**config.mk**
```make
export PLATFORM = sky130hd
export DESIGN_NAME = seg7_scan
export DESIGN_NICKNAME = d
export VERILOG_FILES = /design/src/rtl/seg7_pkg.sv /design/src/rtl/hex_to_seg7.sv /design/src/rtl/seg7_scan.sv
export SDC_FILE = /design/constraint.sdc
export NUM_CORES = 1
export LEC_CHECK = 0
export BUFFER_PORTS_ARGS = -buffer_cell sky130_fd_sc_hd__clkbuf_2
export CAP_MARGIN = 15
export CORE_UTILIZATION = 30
export DETAILED_ROUTE_END_ITERATION = 12
export GPL_TIMING_DRIVEN = 1
export MAX_ROUTING_LAYER = met4
export SLEW_MARGIN = 20
export SYNTH_ARGS = -nofsm -noshare
export SYNTH_HDL_FRONTEND = slang
export SYNTH_HIERARCHICAL = 1
export SYNTH_SLANG_ARGS = --single-unit
```
**constraint.sdc**
```tcl
create_clock -name clk -period 3.5 [get_ports clk]
set_input_delay 0.7 -clock clk [delete_from_list [all_inputs] [get_ports clk]]
set_output_delay 0.7 -clock clk [all_outputs]
set_load 0.01 [all_outputs]
```
**src/rtl/seg7_pkg.sv**
```systemverilog
// Shared definitions for the 7-segment display blocks: scan FSM states,
// the all-off segment pattern and the active-low hex glyph table {g,f,e,d,c,b,a}.
package seg7_pkg;

   typedef enum logic [1:0] {
      IDLE  = 2'd0,
      BLANK = 2'd1,
      SHOW  = 2'd2
   } state_e;

   localparam logic [6:0] SEG_BLANK = 7'h7F;

   localparam logic [6:0] SEG_TABLE [16] = '{
      7'h40, 7'h79, 7'h24, 7'h30, 7'h19, 7'h12, 7'h02, 7'h78,
      7'h00, 7'h10, 7'h08, 7'h03, 7'h46, 7'h21, 7'h06, 7'h0E
   };

endpackage

```
**src/rtl/hex_to_seg7.sv**
```systemverilog
// Combinational hex nibble to active-low 7-segment pattern decoder.
module hex_to_seg7
   import seg7_pkg::*;
(
   input  logic [3:0] hex,
   output logic [6:0] seg_n
);

   assign seg_n = SEG_TABLE[hex];

endmodule

```
**src/rtl/seg7_scan.sv**
```systemverilog
// Multiplexed 7-segment scanner: advances one digit per rising edge of the
// divided scan clock, with an all-off blanking gap before each digit lights.
module seg7_scan
   import seg7_pkg::*;
#(
   parameter int DIGITS       = 8,
   parameter int BLANK_CYCLES = 4
) (
   input  logic                  clk,
   input  logic                  rst,
   input  logic                  step_clk,
   input  logic                  en,
   input  logic                  lz_en,
   input  logic [4*DIGITS-1:0]   data_in,
   input  logic [DIGITS-1:0]     dp_mask,
   output logic [DIGITS-1:0]     an_n,
   output logic [6:0]            seg_n,
   output logic                  dp_n
);

   localparam int IW = (DIGITS > 1) ? $clog2(DIGITS) : 1;
   localparam int CW = (BLANK_CYCLES > 0) ? $clog2(BLANK_CYCLES + 1) : 1;
   localparam logic [IW-1:0]     IDX_LAST = IW'(DIGITS - 1);
   localparam logic [CW-1:0]     CNT_INIT = CW'(BLANK_CYCLES);
   localparam logic [DIGITS-1:0] AN_ONE   = {{(DIGITS-1){1'b0}}, 1'b1};

   logic [1:0]          sync_q, sync_d;
   logic                prev_q, prev_d;
   logic                adv_q, adv_d;
   state_e              state_q, state_d;
   logic [IW-1:0]       idx_q, idx_d;
   logic [CW-1:0]       cnt_q, cnt_d;
   logic [4*DIGITS-1:0] snap_q, snap_d;
   logic [DIGITS-1:0]   snap_dp_q, snap_dp_d;
   logic [DIGITS-1:0]   an_q, an_d;
   logic [6:0]          seg_q, seg_d;
   logic                dp_q, dp_d;
   logic [3:0]          nib_d;
   logic [6:0]          glyph_d;
   logic                suppress_d;

   // Synchronizer, edge detect and scan sequencing
   always_comb begin
      sync_d    = {sync_q[0], step_clk};
      prev_d    = sync_q[1];
      adv_d     = sync_q[1] & ~prev_q;
      state_d   = state_q;
      idx_d     = idx_q;
      cnt_d     = cnt_q;
      snap_d    = snap_q;
      snap_dp_d = snap_dp_q;
      if (adv_q) begin
         idx_d = (idx_q == IDX_LAST) ? '0 : idx_q + 1'b1;
         // Capture only on wrap so a scan never mixes two data words.
         if (idx_d == '0) begin
            snap_d    = data_in;
            snap_dp_d = dp_mask;
         end
         state_d = BLANK;
         cnt_d   = CNT_INIT;
      end else begin
         case (state_q)
            BLANK: begin
               if (cnt_q == '0) state_d = SHOW;
               else             cnt_d   = cnt_q - 1'b1;
            end
            default: ;
         endcase
      end
   end

   assign nib_d = snap_d[{idx_d, 2'b00} +: 4];

   hex_to_seg7 u_dec (
      .hex   (nib_d),
      .seg_n (glyph_d)
   );

   // Output registers are loaded from next-state so they align with the FSM.
   always_comb begin
      suppress_d = lz_en && (idx_d != '0) && ((snap_d >> {idx_d, 2'b00}) == '0);
      an_d       = '1;
      seg_d      = SEG_BLANK;
      dp_d       = 1'b1;
      if (state_d == SHOW && !suppress_d) begin
         an_d  = ~(AN_ONE << idx_d);
         seg_d = glyph_d;
         dp_d  = ~snap_dp_d[idx_d];
      end
   end

   always_ff @(posedge clk or negedge rst) begin
      if (!rst) begin
         sync_q    <= '0;
         prev_q    <= 1'b0;
         adv_q     <= 1'b0;
         state_q   <= IDLE;
         idx_q     <= IDX_LAST;
         cnt_q     <= '0;
         snap_q    <= '0;
         snap_dp_q <= '0;
         an_q      <= '1;
         seg_q     <= SEG_BLANK;
         dp_q      <= 1'b1;
      end else begin
         sync_q    <= sync_d;
         prev_q    <= prev_d;
         adv_q     <= adv_d;
         state_q   <= state_d;
         idx_q     <= idx_d;
         cnt_q     <= cnt_d;
         snap_q    <= snap_d;
         snap_dp_q <= snap_dp_d;
         an_q      <= an_d;
         seg_q     <= seg_d;
         dp_q      <= dp_d;
      end
   end

   assign an_n  = en ? an_q  : '1;
   assign seg_n = en ? seg_q : SEG_BLANK;
   assign dp_n  = en ? dp_q  : 1'b1;

endmodule

```
# [Word level (Yosys, flattened, before mapping)]
# Memory sizes are Yosys's and may differ from the RTL's.
# Cells that the tools add are included.
[word_totals] reg_bits=68 mem_bits_ro=112 inputBits=45 output_inout_bits=16 word_cells=60 mem_count=1
[op_classes] addsub=2 magnitude_cmp=2 eq_ne=4 shift=3 n_mux=22 n_bitwise=5 reduce_logical=10
[memory_table] name="(no name shown)" words=16 word_bits=7 read_ports=1 rd_ports_with_merged_regs=0 wr=0 line_no="hex_to_seg7.sv:9" source="assign seg_n = SEG_TABLE[hex];"
[ops] operator="32-bit two-way mux" n=2
[ops] operator="32-bit logical NOT" n=1
[ops] operator="8-bit two-way mux" n=4
[ops] operator="32-bit by 6-bit variable part select with 4-bit output" n=1
[ops] operator="32-bit by 5-bit right shift with 32-bit output" n=1
[ops] operator="7-bit two-way mux" n=4
[ops] operator="3-bit two-way mux" n=5
[ops] operator="8-bit inverter" n=1
[ops] operator="1-bit by 3-bit << shifter with 8-bit output (first input constant)" n=1
[ops] operator="3-bit logical NOT" n=2
[ops] operator="2-bit two-way mux" n=3
[ops] operator="5-bit greater-or-equal comparator (second input constant)" n=1
[ops] operator="4-bit inverter with 5-bit output" n=1
[ops] operator="3-bit by 4-bit < comparator with 1-bit output (second input constant)" n=1
[ops] operator="3-bit by 1-bit adder with 3-bit output (second input constant)" n=1
[ops] operator="1-bit binary-select mux with 3-bit select" n=1
[ops] operator="3-bit equality test (second input constant)" n=1
[ops] operator="1-bit logical AND" n=3
[ops] operator="1-bit two-way mux" n=3
[ops] operator="3-bit nonzero test" n=1
[ops] operator="3-bit by 1-bit subtractor with 3-bit output (second input constant)" n=1
[ops] operator="2-bit by 1-bit equality test with 1-bit output (second input constant)" n=1
[ops] operator="2-bit equality test (second input constant)" n=1
[ops] operator="2-bit inequality test (second input constant)" n=1
[ops] operator="5 further kinds" n=6

# [Logic depth before layout (Yosys ltp)]
# Gate-level depths: netlist (run 1).
[logic_depth] ltp_word=11 depth_mapped=16 depth_no_buf=15

# [Hierarchy]
# Netlist (run 1), hierarchy kept.
[modules_own_cells] mod="seg7_scan" n_inst=1 cells_each=394 area_per_inst_um2=3892.5 seq_area_each_um2=1725.4
[modules_own_cells] mod="hex_to_seg7" n_inst=1 cells_each=35 area_per_inst_um2=247.7 seq_area_each_um2=0.0

# [Least setup slack after synthesis (run 1)]
# No wires, ideal clock.
[synth_timing] kind="register to register" start="register idx_q[0]" end="register seg_q[3]" setup_time_ns=0.089 t_arrival_ns=3.124 t_required_ns=3.411 setup_slack_ns=0.287 stages_incl_launch_ff=15 path_buffers=1 synth_period_minus_slack_ns=3.213 path_cell_list="dfstp_2 -> ha_1 -> ha_1 -> buf_2 -> o32ai_1 -> a211o_1 -> a211oi_1 -> a21oi_1 -> inv_1 -> ha_1 -> or2_2 -> a21oi_1 -> a31oi_1 -> nor2_1 -> nand2_1"
[synth_via] elab_chain_cells=11 elab_cells_between_ends=20 classes_between="add/sub: 1; eq/ne: 1; shift: 2; mux: 7; bitwise: 1; reduce/logical: 7; memory: 1"
[synth_rtl] element="from (decl)" line_no="seg7_scan.sv:31" source="logic [IW-1:0] idx_q, idx_d;"
[synth_rtl] element="from (signal assigned)" line_no="seg7_scan.sv:110" source="idx_q <= idx_d;"
[synth_rtl] element="3-bit by 1-bit adder with 3-bit output / 3-bit equality test (equally long branches)" line_no="seg7_scan.sv:53" source="idx_d = (idx_q == IDX_LAST) ? '0 : idx_q + 1'b1;"
[synth_rtl] element="3-bit two-way mux" line_no="seg7_scan.sv:53"
[synth_rtl] element="3-bit logical NOT" line_no="seg7_scan.sv:55" source="if (idx_d == '0) begin"
[synth_rtl] element="32-bit two-way mux" line_no="seg7_scan.sv:55"
[synth_rtl] element="32-bit two-way mux" line_no="seg7_scan.sv:52" source="if (adv_q) begin"
[synth_rtl] element="32-bit by 6-bit variable part select with 4-bit output *" line_no="seg7_scan.sv:72" source="assign nib_d = snap_d[{idx_d, 2'b00} +: 4];"
[synth_rtl] element="named net nib_d[1]" line_no="seg7_scan.sv:38" source="logic [3:0] nib_d;"
[synth_rtl] element="4-bit inverter with 5-bit output (not written as such) *" line_no="hex_to_seg7.sv:9"
[synth_rtl] element="memory 16 x 7 bit *"
[synth_rtl] element="7-bit two-way mux (not written as such) * (2 in series)" line_no="hex_to_seg7.sv:9"
[synth_rtl] element="named net glyph_d[3]" line_no="seg7_scan.sv:39" source="logic [6:0] glyph_d;"
[synth_rtl] element="7-bit two-way mux *" line_no="seg7_scan.sv:85" source="if (state_d == SHOW && !suppress_d) begin"
[synth_rtl] element="named net seg_d[3]" line_no="seg7_scan.sv:36" source="logic [6:0] seg_q, seg_d;"
[synth_rtl] element="to (signal assigned)" line_no="seg7_scan.sv:115" source="seg_q <= seg_d;"
[synth_rtl] element="to (decl)" line_no="seg7_scan.sv:36"
# Mark *: on every way through the listed nets, which the timed path passes. The rest lies on a longest branch. The select of a mux whose other input is x is not followed.
# A chain may end at the register's enable or synchronous reset.

# [Final worst setup path (run 1)]
[layout_timing] start="register idx_q[1]" end="register dp_q"
[layout_via] elab_chain_cells=11 elab_cells_between_ends=20 classes_between="add/sub: 1; eq/ne: 1; shift: 1; mux: 9; bitwise: 1; reduce/logical: 7"
[layout_rtl] element="3-bit by 1-bit adder with 3-bit output / 3-bit equality test (equally long branches)" line_no="seg7_scan.sv:53"
[layout_rtl] element="3-bit two-way mux *" line_no="seg7_scan.sv:53"
[layout_rtl] element="3-bit logical NOT *" line_no="seg7_scan.sv:55"
[layout_rtl] element="32-bit two-way mux *" line_no="seg7_scan.sv:55"
[layout_rtl] element="32-bit two-way mux *" line_no="seg7_scan.sv:52"
[layout_rtl] element="named net snap_d[18]" line_no="seg7_scan.sv:33" source="logic [4*DIGITS-1:0] snap_q, snap_d;"
[layout_rtl] element="32-bit by 5-bit right shift with 32-bit output *" line_no="seg7_scan.sv:81" source="suppress_d = lz_en && (idx_d != '0) && ((snap_d >> {idx_d, 2'b00}) == '0);"
[layout_rtl] element="32-bit logical NOT *" line_no="seg7_scan.sv:81"
[layout_rtl] element="1-bit logical AND *" line_no="seg7_scan.sv:81"
[layout_rtl] element="1-bit logical NOT *" line_no="seg7_scan.sv:85"
[layout_rtl] element="1-bit logical AND *" line_no="seg7_scan.sv:85"
[layout_rtl] element="1-bit two-way mux *" line_no="seg7_scan.sv:85"
[layout_rtl] element="named net dp_d" line_no="seg7_scan.sv:37" source="logic dp_q, dp_d;"
[layout_rtl] element="to (signal assigned)" line_no="seg7_scan.sv:116" source="dp_q <= dp_d;"
[layout_rtl] element="to (decl)" line_no="seg7_scan.sv:37"
# Marks and branches as above.

==> results of run 1 <==
path summary, 6_finish.rpt:
kind                                  end  slack (ns)      start  cells after the start
worst min-delay path            sync_q[1]        0.35  sync_q[0]                      0
min in group asynchronous       sync_q[1]        0.46        rst                      1
worst max-delay path                 dp_q        0.25   idx_q[1]                     10
worst min register to register  sync_q[1]        0.35  sync_q[0]                      0
worst max register to register       dp_q        0.25   idx_q[1]                     10
max in group asynchronous        seg_q[3]        2.21        rst                      2
report_power, final:
group | internal [mW] | switching [mW] | leakage, nW | total (mW)
Combinational | 1.02 | 1.43 | 1.33 | 2.45
Sequential | 1.12 | 0.187 | 0.789 | 1.31
Clock | 0.570 | 0.329 | 0.147 | 0.898
layer usage:
| layer | part of all wire [%] | global-route usage (%) |
|---|---|---|
| met5 | 0 | - |
| met4 | 0.93 | 4.375 |
| met2 | 47 | 25.83 |
| met3 | 4.6 | 3.209 |
| met1 | 48 | 21.95 |
registers in the layout (all words and copies together), names as in the netlist:
name,count
snap_q,32
adv_q,1
sync_q,2
state_q,2
cnt_q,3
seg_q,7
snap_dp_q,8
an_q,8
dp_q,1
idx_q,3
prev_q,1
cell families (layout without fill, tap and decap cells):
kind of cell | count (synthesis) | in the layout | share of synthesized area, %
xor gates and xnor gates | 1 | 1 | 0.2116
and+or+nand+nor | 170 | 170 | 20.73
DFF | 68 | 68 | 41.67
buffers and inverters | 39 | 118 | 4.775
muxes | 37 | 37 | 10.34
AOI/OAI and AO/OA | 102 | 102 | 18.65
adders and majority gates | 12 | 12 | 3.626
per-stage QoR:
step | hold WS, ns | setup slack (ns) | power, mW | cell area (sq um)
after floorplan | 0.3312 | 0.2867 | 3.038 | 4140
after global placement | 0.3311 | 0.2461 | 3.676 | 4711
after detailed placement | 0.3364 | 0.1989 | 3.689 | 4711
after CTS | 0.3491 | 0.1684 | 4.605 | 5006
after global routing | 0.3685 | 0.03531 | 5.021 | 5059
final | 0.3529 | 0.2503 | 4.659 | 5059
what timing repair did:
item                                    4_1_cts  5_1_grt
hold endpoints to repair                      0        0
endpoints found under the setup margin        0       15
buffers inserted                              0        2
hold buffers                                  0        0
resized for setup                             0        7
final cells by class:
| type | instances | area (sq um) | share of cell area, % |
|---|---|---|---|
| Inverter | 14 | 52.55 | 1.039 |
| Multi-Input combinational cell | 322 | 2251 | 44.50 |
| Tap cell | 176 | 220.2 | 4.353 |
| Clock inverter | 4 | 48.80 | 0.9646 |
| Timing Repair Buffer | 88 | 514.2 | 10.17 |
| Clock buffer | 12 | 246.5 | 4.873 |
| Sequential cell | 68 | 1725 | 34.11 |
Yosys cell counts (all sizes together), types with 11 or more instances:
cell    number
a211oi      18
a21oi       15
buf         17
dfrtp       49
dfstp       19
ha          12
inv         14
mux2        20
mux2i       16
nand2       67
nand2b      24
nor2        33
o21ai       11
==> results.ini, run 1 <==
[run_status]
status = complete, no violations

[die]
die_h_um = 119.5
core_sq_um = 13350
pin_count = 61
rows = 42
die_w_um = 119.5
dieArea_sq_um = 14270
initial_core_util_pct = 31.02

[global_route]
first_global_vias = 3371
grt_usage_pct = 16.56
grt_max_degree = 37
grt_overflow = 0
antenna_found_initial = 0
grt_pass1_wl_mm = 17.68

[detailed_routing]
num_vias = 3540
wire_per_inst_um = 16.10
drt_iter0_markers = 195
avgViaCountPerCell = 5.175
firstDrtPassIters = 6
antenna_left = 0
totalWireLength_mm = 11.01
drc = 0

[clock_tree]
cts_max_level = 3
cts-root-buf = clkbuf_16
cts.sinks = 68
cts_tree = yes
path_clk_slew_ns = 0.06
numCtsBuffers = 9
clockBufferDepth = 2
clk-insertion-delay-late_ns = 0.33

[timing]
worst_pin_slew_ns = 0.8222
rsz0062_at_grt = no
post-route-period-util_pct = 92.85
finalClockSkew_ns = 0.007204
slew_headroom_pct = 45.19
fmax_mhz = 307.7
layout_min_cycle_time_ns = 3.250
hold_viol = 0
final_max_slew_viol_count = 0
timing.setup.tns_ns = 0
final-setup-viol-count = 0

[worst_setup_path]
crit_fanout = 13
path_buf_inv = 1
critPathRequiredTime_ns = 3.77
crit_top_cell = ha_1
cp_cell_sequence = ha_1 > ha_1 > and2_4 > buf_4 > mux2_2 > o211a_1 > o32a_2 > nor4_4 > o2111ai_4 > nand4b_2
start_kind = register
cp_slowest_stage_delay_ns = 0.60
crit_path_top_delay_cell = dfstp_2
cp-end-kind = register
arrival_ns = 3.52
path_class = register to register
path_delay_family = compound AO/OA/AOI/OAI gates

[final_layout]
area_growth_pct = 22.18
layout_commonest_cell = nand2_1
instances_no_fill = 684
n_antenna_cell = 0
fill_cells = 1379
final_util_pct = 37.90
layout-drive-gt1-share_pct = 32.68
nets = 560
final_cell_mix = 66 x nand2_1, 59 x clkbuf_2, 49 x dfrtp_1

[synth]
synthTopCellsByArea = dfrtp_1 30%, dfstp_2 12%, nand2_1 6.0%, mux2_2 5.4%, ha_1 3.6%
yosysWarningCount = 6
synth_edf_count = 0
synth-seq-cells = 68
synth_cell_type_count = 67
synthArstFlopShare_pct = 100.0
syn-num-nets = 486
yosysSeqAreaShare_pct = 41.67
synth_top_area_cell = dfrtp_1
netlist_instances = 429
yosys.area.top_type_share_pct = 29.62
syn_area_sq_um = 4140
synth_top_flop_cell = dfrtp_1
syn_area_per_cell_sq_um = 9.651

[placed_design]
post-dp-hpwl_mm = 8.441
place_inst = 666
portBuffers = 60
gp_congestion = 0.8685

[worst_hold_path]
hp-class = register to register

[run]
cap_violations = 0

[power_and_ir_drop]
power.leakage_nw = 2.270
vdd_drop_max_v = 0.0003433
p_per_area_nw_per_um2 = 921.0

No activity file was read; power rests on OpenSTA's default activity.
==> run 2: changes to the inputs <==
--- a/config.mk
+++ b/config.mk
@@ -8,8 +8,8 @@
 export BUFFER_PORTS_ARGS = -buffer_cell sky130_fd_sc_hd__clkbuf_2
 export CAP_MARGIN = 15
 export CORE_UTILIZATION = 30
+export CTS_BUF_LIST = sky130_fd_sc_hd__clkbuf_16
 export DETAILED_ROUTE_END_ITERATION = 12
-export GPL_TIMING_DRIVEN = 1
 export MAX_ROUTING_LAYER = met4
 export SLEW_MARGIN = 20
 export SYNTH_ARGS = -nofsm -noshare
==> run 2 against run 1 <==
Die area unchanged. Core utilization fell by 0.075 points. Clock-buffer cell count fell by 3. Sequential cell count is the same. Clock power decreased by 3.5%. Final cell count did not move. First-iteration DRC count increased by 7.7%. Global-route usage about the same. Worst setup slack better by 0.0020 ns. Highest routed layer unchanged. Register-to-register slack about the same. Sequential power about the same.
==> results.ini, run 2 (synthesis gave the netlist of run 1 again) <==
[run_status]
status = complete, no violations

[global_route]
grt_usage_pct = 16.54  ; -0.021 points
first_global_vias = 3370  ; -0.030%
antenna_found_initial = 0  ; unchanged
grt_max_degree = 37  ; unchanged
grt_pass1_wl_mm = 17.66  ; -0.11%
grt_overflow = 0  ; unchanged

[detailed_routing]
avgViaCountPerCell = 5.178  ; about the same
drt_iter0_markers = 210  ; +7.7%
wire_per_inst_um = 16.10  ; unchanged
num_vias = 3542  ; +0.056%
antenna_left = 0  ; unchanged
drc = 0  ; unchanged
totalWireLength_mm = 11.01  ; unchanged
firstDrtPassIters = 4  ; -2

[worst_hold_path]
hp-class = register to register
whs_path_depth = 0  ; unchanged

[power_and_ir_drop]
seqPwrFrac_pct = 28.3  ; +0.2 points
p_sw_share_pct = 41.95  ; +0.24 points
vdd_drop_max_v = 0.0003442  ; +0.25%
p_int_mw = 2.687  ; -1.0%
p_clk_share_pct = 18.7  ; -0.6 points
power_mw = 4.630  ; -0.63%
pwr-share-comb_pct = 53.0  ; +0.4 points
power.leakage_nw = 2.273  ; +0.12%
p_per_area_nw_per_um2 = 917.0  ; -0.44%
p_switching_mw = 1.942  ; about the same

[timing]
fmax_mhz = 307.9  ; about the same
rsz0062_at_grt = no
whs_ns = 0.3529  ; +0.00001000 ns
final-setup-viol-count = 0  ; unchanged
finalClockSkew_ns = 0.007476  ; +0.0002717 ns
worst_pin_slew_ns = 0.8263  ; +0.004037 ns
hold_viol = 0  ; unchanged
post-route-period-util_pct = 92.79  ; about the same
timing.setup.tns_ns = 0  ; unchanged
final_max_slew_viol_count = 0  ; unchanged
slew_headroom_pct = 44.92  ; -0.27 points
layout_min_cycle_time_ns = 3.248  ; -0.001959 ns

[final_layout]
final_area_sq_um = 5049  ; -0.20%
n_antenna_cell = 0  ; unchanged
top_register = snap_q
largest_registers = snap_q x32, an_q x8, snap_dp_q x8
largest_reg_flops = 32  ; unchanged
final_util_pct = 37.82  ; -0.075 points
area_growth_pct = 21.94
final_cell_mix = 66 x nand2_1, 59 x clkbuf_2, 49 x dfrtp_1
fill_cells = 1382  ; +0.22%
layout_commonest_cell = nand2_1
nets = 560  ; unchanged
layout-drive-gt1-share_pct = 32.48  ; -0.20 points

[worst_setup_path]
worstRegToRegCells = 10  ; unchanged
arrival_ns = 3.51  ; about the same
crit_fanout = 13  ; unchanged
path_class = register to register
critPathRequiredTime_ns = 3.76  ; about the same
start_kind = register
cp-end-kind = register

[die]
die_w_um = 119.5  ; unchanged
pin_count = 61  ; unchanged
rows = 42  ; unchanged
dieArea_sq_um = 14270  ; unchanged
core_sq_um = 13350  ; unchanged
initial_core_util_pct = 31.02  ; unchanged
die_h_um = 119.5  ; unchanged

[placed_design]
portBuffers = 60  ; unchanged
post-dp-hpwl_mm = 8.441  ; unchanged
placed_cell_area_sq_um = 4711  ; unchanged
gp_congestion = 0.8685  ; unchanged

[clock_tree]
cts.sinks = 68  ; unchanged
clk-insertion-delay-late_ns = 0.33  ; about the same
cts-root-buf = clkbuf_16
cts_tree = yes
numCtsBuffers = 9  ; unchanged
path_clk_slew_ns = 0.06  ; about the same
cts_max_level = 3  ; unchanged
clockBufferDepth = 2  ; unchanged

[run]
cap_violations = 0  ; unchanged

==> run 2: final timing paths <==
check / from / to / slack (ns)
min in group asynchronous: rst / sync_q[1] / 0.47
max in group asynchronous: rst / seg_q[3] / 2.21
max: idx_q[1] / dp_q / 0.25
min: sync_q[0] / sync_q[1] / 0.35
min reg2reg: sync_q[0] / sync_q[1] / 0.35
max reg2reg: idx_q[1] / dp_q / 0.25
==> run 2: timing repair <==
item / in CTS / in global routing
gates resized for setup: 0 / 7
hold buffers: 0 / 0
endpoints found under the setup margin: 0 / 15
setup buffers: 0 / 2
==> run 2: layout make-up <==
type / count / area (sq um) / area share, %
repair buffers: 88 / 514.2 / 10.19
well taps: 176 / 220.2 / 4.362
clock buffers: 9 / 225.2 / 4.461
clock inverters: 7 / 60.06 / 1.190
multi-input cells: 322 / 2251 / 44.58
flip-flops and latches: 68 / 1725 / 34.18
inverters: 14 / 52.55 / 1.041
==> run 2: critical path, cell delays in order, from the launching register on <==
cell	delay, ns
dfstp_2	0.59
ha_1	0.19
ha_1	0.19
and2_4	0.23
buf_4	0.14
mux2_2	0.36
o211a_1	0.25
o32a_2	0.45
nor4_4	0.41
o2111ai_4	0.24
nand4b_2	0.14
==> run 2: through the flow <==
step | setup WS, ns | cells
floorplan | 0.2867 | 429
global placement | 0.2461 | 666
detailed placement | 0.1989 | 666
CTS | 0.1667 | 682
global route | 0.03555 | 684
finish | 0.2522 | 684
==> run 2: layer usage <==
layer | up-vias | GRT usage [%] | share of wire [%]
li1 | 1689 | - | -
met1 | 1745 | 21.92 | 47
met2 | 100 | 25.79 | 47
met3 | 8 | 3.209 | 5.2
met4 | 0 | 4.375 | 0.93
met5 | - | - | 0
==> run 2: power groups by stage <==
stage | clock (mW) | sequential, mW | combinational, mW
global placement | 0 | 1.31 | 2.37
floorplan | 0 | 1.26 | 1.77
detailed placement | 0 | 1.32 | 2.37
global route | 0.923 | 1.35 | 2.71
finish | 0.867 | 1.31 | 2.45
CTS | 0.882 | 1.31 | 2.39
==> run 3: changes to the inputs <==
--- a/config.mk
+++ b/config.mk
@@ -5,6 +5,7 @@
 export SDC_FILE = /design/constraint.sdc
 export NUM_CORES = 1
 export LEC_CHECK = 0
+export ABC_AREA = 1
 export BUFFER_PORTS_ARGS = -buffer_cell sky130_fd_sc_hd__clkbuf_2
 export CAP_MARGIN = 15
 export CORE_UTILIZATION = 30
==> constraint.sdc (replaced) <==
create_clock -name clk -period 3.5 [get_ports clk]
set_input_delay 0 -clock clk [delete_from_list [all_inputs] [get_ports clk]]
set_output_delay 0 -clock clk [all_outputs]
set_load 0.01 [all_outputs]
==> run 3 against run 2 <==
Clock power is 13% higher. Sequential share of layout area is 2.1 points lower. Largest power group unchanged. Worst setup slack better by 0.31 ns. Clock-buffer cell count is 3 higher. Critical path depth is 8 higher. Largest cell class unchanged. Combinational power hardly changed. Sequential power is 5% lower. Final area is 6.6% higher. Final cell count is 29% higher. Register-to-register slack better by 0.31 ns. Core utilization is 0.80 points higher. Non-clock buffer count is 19 higher.
==> results.ini, run 3 <==
[final_layout]
top_register = snap_q
largest_reg_flops = 32  ; unchanged
final_area_sq_um = 5383  ; +6.6%
layout_commonest_cell = nand2_1
fill_cells = 1500  ; +8.5%
n_antenna_cell = 0  ; unchanged
nets = 757  ; +35%
layout-drive-gt1-share_pct = 18.72  ; -14 points
final_cell_mix = 219 x nand2_1, 103 x inv_1, 94 x nand3_1
area_growth_pct = 25.28
largest_registers = snap_q x32, an_q x8, snap_dp_q x8
seqCellArea_sq_um = 1727  ; about the same
multi_input_area_sq_um = 1937  ; -14%

[synth]
syn-num-nets = 667  ; +37%
yosys.area.top_type_share_pct = 28.54  ; -1.1 points
synthArstFlopShare_pct = 100.0  ; unchanged
netlist_instances = 610  ; +42%
yosysSeqAreaShare_pct = 40.16  ; -1.5 points
syn_area_per_cell_sq_um = 7.044  ; -27%
yosysMostFrequentCell = nand2_1
synthTopCellsByArea = dfrtp_1 29%, nand2_1 19%, dfstp_2 12%, nand3_1 11%, inv_1 9.0%
synth_edf_count = 0  ; unchanged
synth_cell_type_count = 34  ; -49%
synth-seq-cells = 68  ; unchanged
yosysWarningCount = 6  ; unchanged
ys_top_cells_by_count = 219 x nand2_1, 103 x inv_1, 94 x nand3_1
syn_area_sq_um = 4297  ; +3.8%
synth_top_flop_cell = dfrtp_1
synth_top_area_cell = dfrtp_1

[detailed_routing]
totalWireLength_mm = 10.72  ; -2.7%
num_vias = 3908  ; +10%
avgViaCountPerCell = 4.416  ; -15%
wire_per_inst_um = 12.11  ; -25%
firstDrtPassIters = 4  ; unchanged
antenna_left = 0  ; unchanged
drc = 0  ; unchanged
drt_iter0_markers = 162  ; -23%

[timing]
post-route-period-util_pct = 83.95  ; -8.8 points
layout_min_cycle_time_ns = 2.938  ; -0.3095 ns
rsz0062_at_grt = no
whs_ns = 0.0005812  ; -0.3523 ns
final_max_slew_viol_count = 0  ; unchanged
timing.setup.tns_ns = 0  ; unchanged
worst_pin_slew_ns = 0.7557  ; -0.07052 ns
fmax_mhz = 340.3  ; +11%
slew_headroom_pct = 49.62  ; +4.7 points
finalClockSkew_ns = 0.004427  ; -0.003049 ns
hold_viol = 0  ; unchanged
final-setup-viol-count = 0  ; unchanged

[die]
dieArea_sq_um = 14800  ; +3.7%
pin_count = 61  ; unchanged
rows = 43  ; +2.4%
initial_core_util_pct = 30.83  ; -0.18 points
core_sq_um = 13930  ; +4.4%
die_h_um = 121.7  ; +1.8%
die_w_um = 121.7  ; +1.8%

[worst_setup_path]
critPathRequiredTime_ns = 3.75  ; about the same
arrival_ns = 3.19  ; -0.32 ns
cp_slowest_stage_delay_ns = 0.55  ; -0.04 ns
crit_fanout = 28  ; +15
crit_path_top_delay_cell = dfstp_2
cp_cell_sequence = ha_1 > ha_1 > nand2_4 > buf_4 > buf_4 > nand2_1 > o21ai_0 > o21ai_0 > nand2_1 > nand4_1 > inv_1 > nor2_1 > buf_4 > inv_2 > nand3_1 > nand2_1 > inv_1 > nand3_1
path_class = register to register
start_kind = register
cp-end-kind = register

[clock_tree]
path_clk_slew_ns = 0.06  ; about the same
cts-root-buf = clkbuf_16
cts.sinks = 68  ; unchanged
numCtsBuffers = 9  ; unchanged
cts_max_level = 3  ; unchanged
cts_tree = yes
clockBufferDepth = 2  ; unchanged
clk-insertion-delay-late_ns = 0.34  ; about the same
cts_setup_buffers = 0  ; unchanged

[worst_hold_path]
hp-class = input port to register

[power_and_ir_drop]
p_per_area_nw_per_um2 = 868.1  ; -5.3%
power.leakage_nw = 3.082  ; +36%
seqPwrFrac_pct = 26.6  ; -1.7 points
p_int_mw = 2.587  ; -3.7%
p_switching_mw = 2.085  ; +7.4%
p_clk_share_pct = 20.9  ; +2.2 points
vdd_drop_max_v = 0.0003601  ; +4.6%
p_sw_share_pct = 44.63  ; +2.7 points
pwr-share-comb_pct = 52.4  ; -0.6 points

[run]
cap_violations = 0  ; unchanged

[placed_design]
post-dp-hpwl_mm = 7.615  ; -9.8%
portBuffers = 60  ; unchanged
placed_cell_area_sq_um = 4687  ; -0.50%
gp_congestion = 0.8584  ; -1.2%

[global_route]
first_global_vias = 3945  ; +17%
grt_usage_pct = 16.77  ; +0.23 points
grt_max_degree = 40  ; +8.1%
antenna_found_initial = 0  ; unchanged
grt_overflow = 0  ; unchanged
grt_pass1_wl_mm = 18.40  ; +4.1%

[run_status]
status = complete, no violations

## run 3: cell count changes in the layout (fill, tap and decap cells not counted), moves of 12 or more
cell | previous run | this run
mux2i_1 | 13 | 1
mux2_2 | 20 | 0
inv_1 | 12 | 103
buf_4 | 27 | 10
nand3_1 | 8 | 94
nand2_1 | 66 | 219
a211oi_1 | 15 | 0
dlygate4sd3_1 | 0 | 36
nand2b_1 | 24 | 0
## run 3: stage by stage
stage / power (mW) / util (%) / cells / worst slack [ns]
floorplan: 3.144 / - / 610 / 0.9767
global placement: 3.642 / 33.64 / 833 / 0.5809
detailed placement: 3.664 / 33.64 / 833 / 0.5614
CTS: 4.714 / 38.61 / 885 / 0.5570
global route: 5.177 / 38.63 / 885 / 0.2594
finish: 4.673 / 38.63 / 885 / 0.5618
## run 3: routing by layer
| metal | global-route usage, % | vias up | share of wire (%) |
|---|---|---|---|
| met4 | 6.019 | 0 | 1.9 |
| met1 | 20.49 | 1776 | 48 |
| li1 | - | 2041 | - |
| met2 | 26.67 | 75 | 46 |
| met3 | 4.307 | 16 | 3.9 |
| met5 | - | - | 0 |
## run 3: path summary, 6_finish.rpt
check,startpoint,endpoint,slack (ns),cells past startpoint
worst max-delay path,idx_q[0],seg_q[4],0.56,18
worst min-delay path,data_in[6],snap_q[6],0.0006,3
worst max register to register,idx_q[0],seg_q[4],0.56,18
worst min register to register,sync_q[0],sync_q[1],0.35,0
max in group asynchronous,rst,dp_q,2.52,3
min in group asynchronous,rst,cnt_q[1],0.26,2
## run 3: power groups by stage
stage / logic, mW / clock network [mW] / registers (mW)
4_1_cts: 2.46 / 1.01 / 1.25
6_report: 2.45 / 0.979 / 1.24
3_5_place_dp: 2.40 / 0 / 1.26
3_3_place_gp: 2.39 / 0 / 1.25
5_1_grt: 2.86 / 1.04 / 1.28
2_1_floorplan: 1.91 / 0 / 1.23
## run 3: what timing repair did
item,CTS,global route
hold buffers,36,0
hold endpoints to repair,61,0
resized for setup,0,0
## run 3: kinds of logic after synthesis
group / share of synthesized area [%]
AO/OA/AOI/OAI: 4.048
multiplexers: 0.2330
AND/OR/NAND/NOR: 37.25
adder cells (fa/ha/maj): 3.494
flip-flops: 40.16
buffers and inverters: 14.82
## run 3: cell type report
type / instances / area share, %
Inverter: 108 / 7.531
Clock inverter: 4 / 0.6044
Sequential cell: 68 / 32.08
Clock buffer: 12 / 5.579
Multi-Input combinational cell: 406 / 35.98
Tap cell: 180 / 4.184
Timing Repair Buffer: 107 / 14.04
## run 3: critical path: cells and delay by family (launching register included)
kind / cells / cell delay, ns
simple gates: 8 / 0.67
buf+inv: 6 / 0.83
compound gates: 2 / 0.37
fa+ha+maj: 2 / 0.39
flops: 1 / 0.55
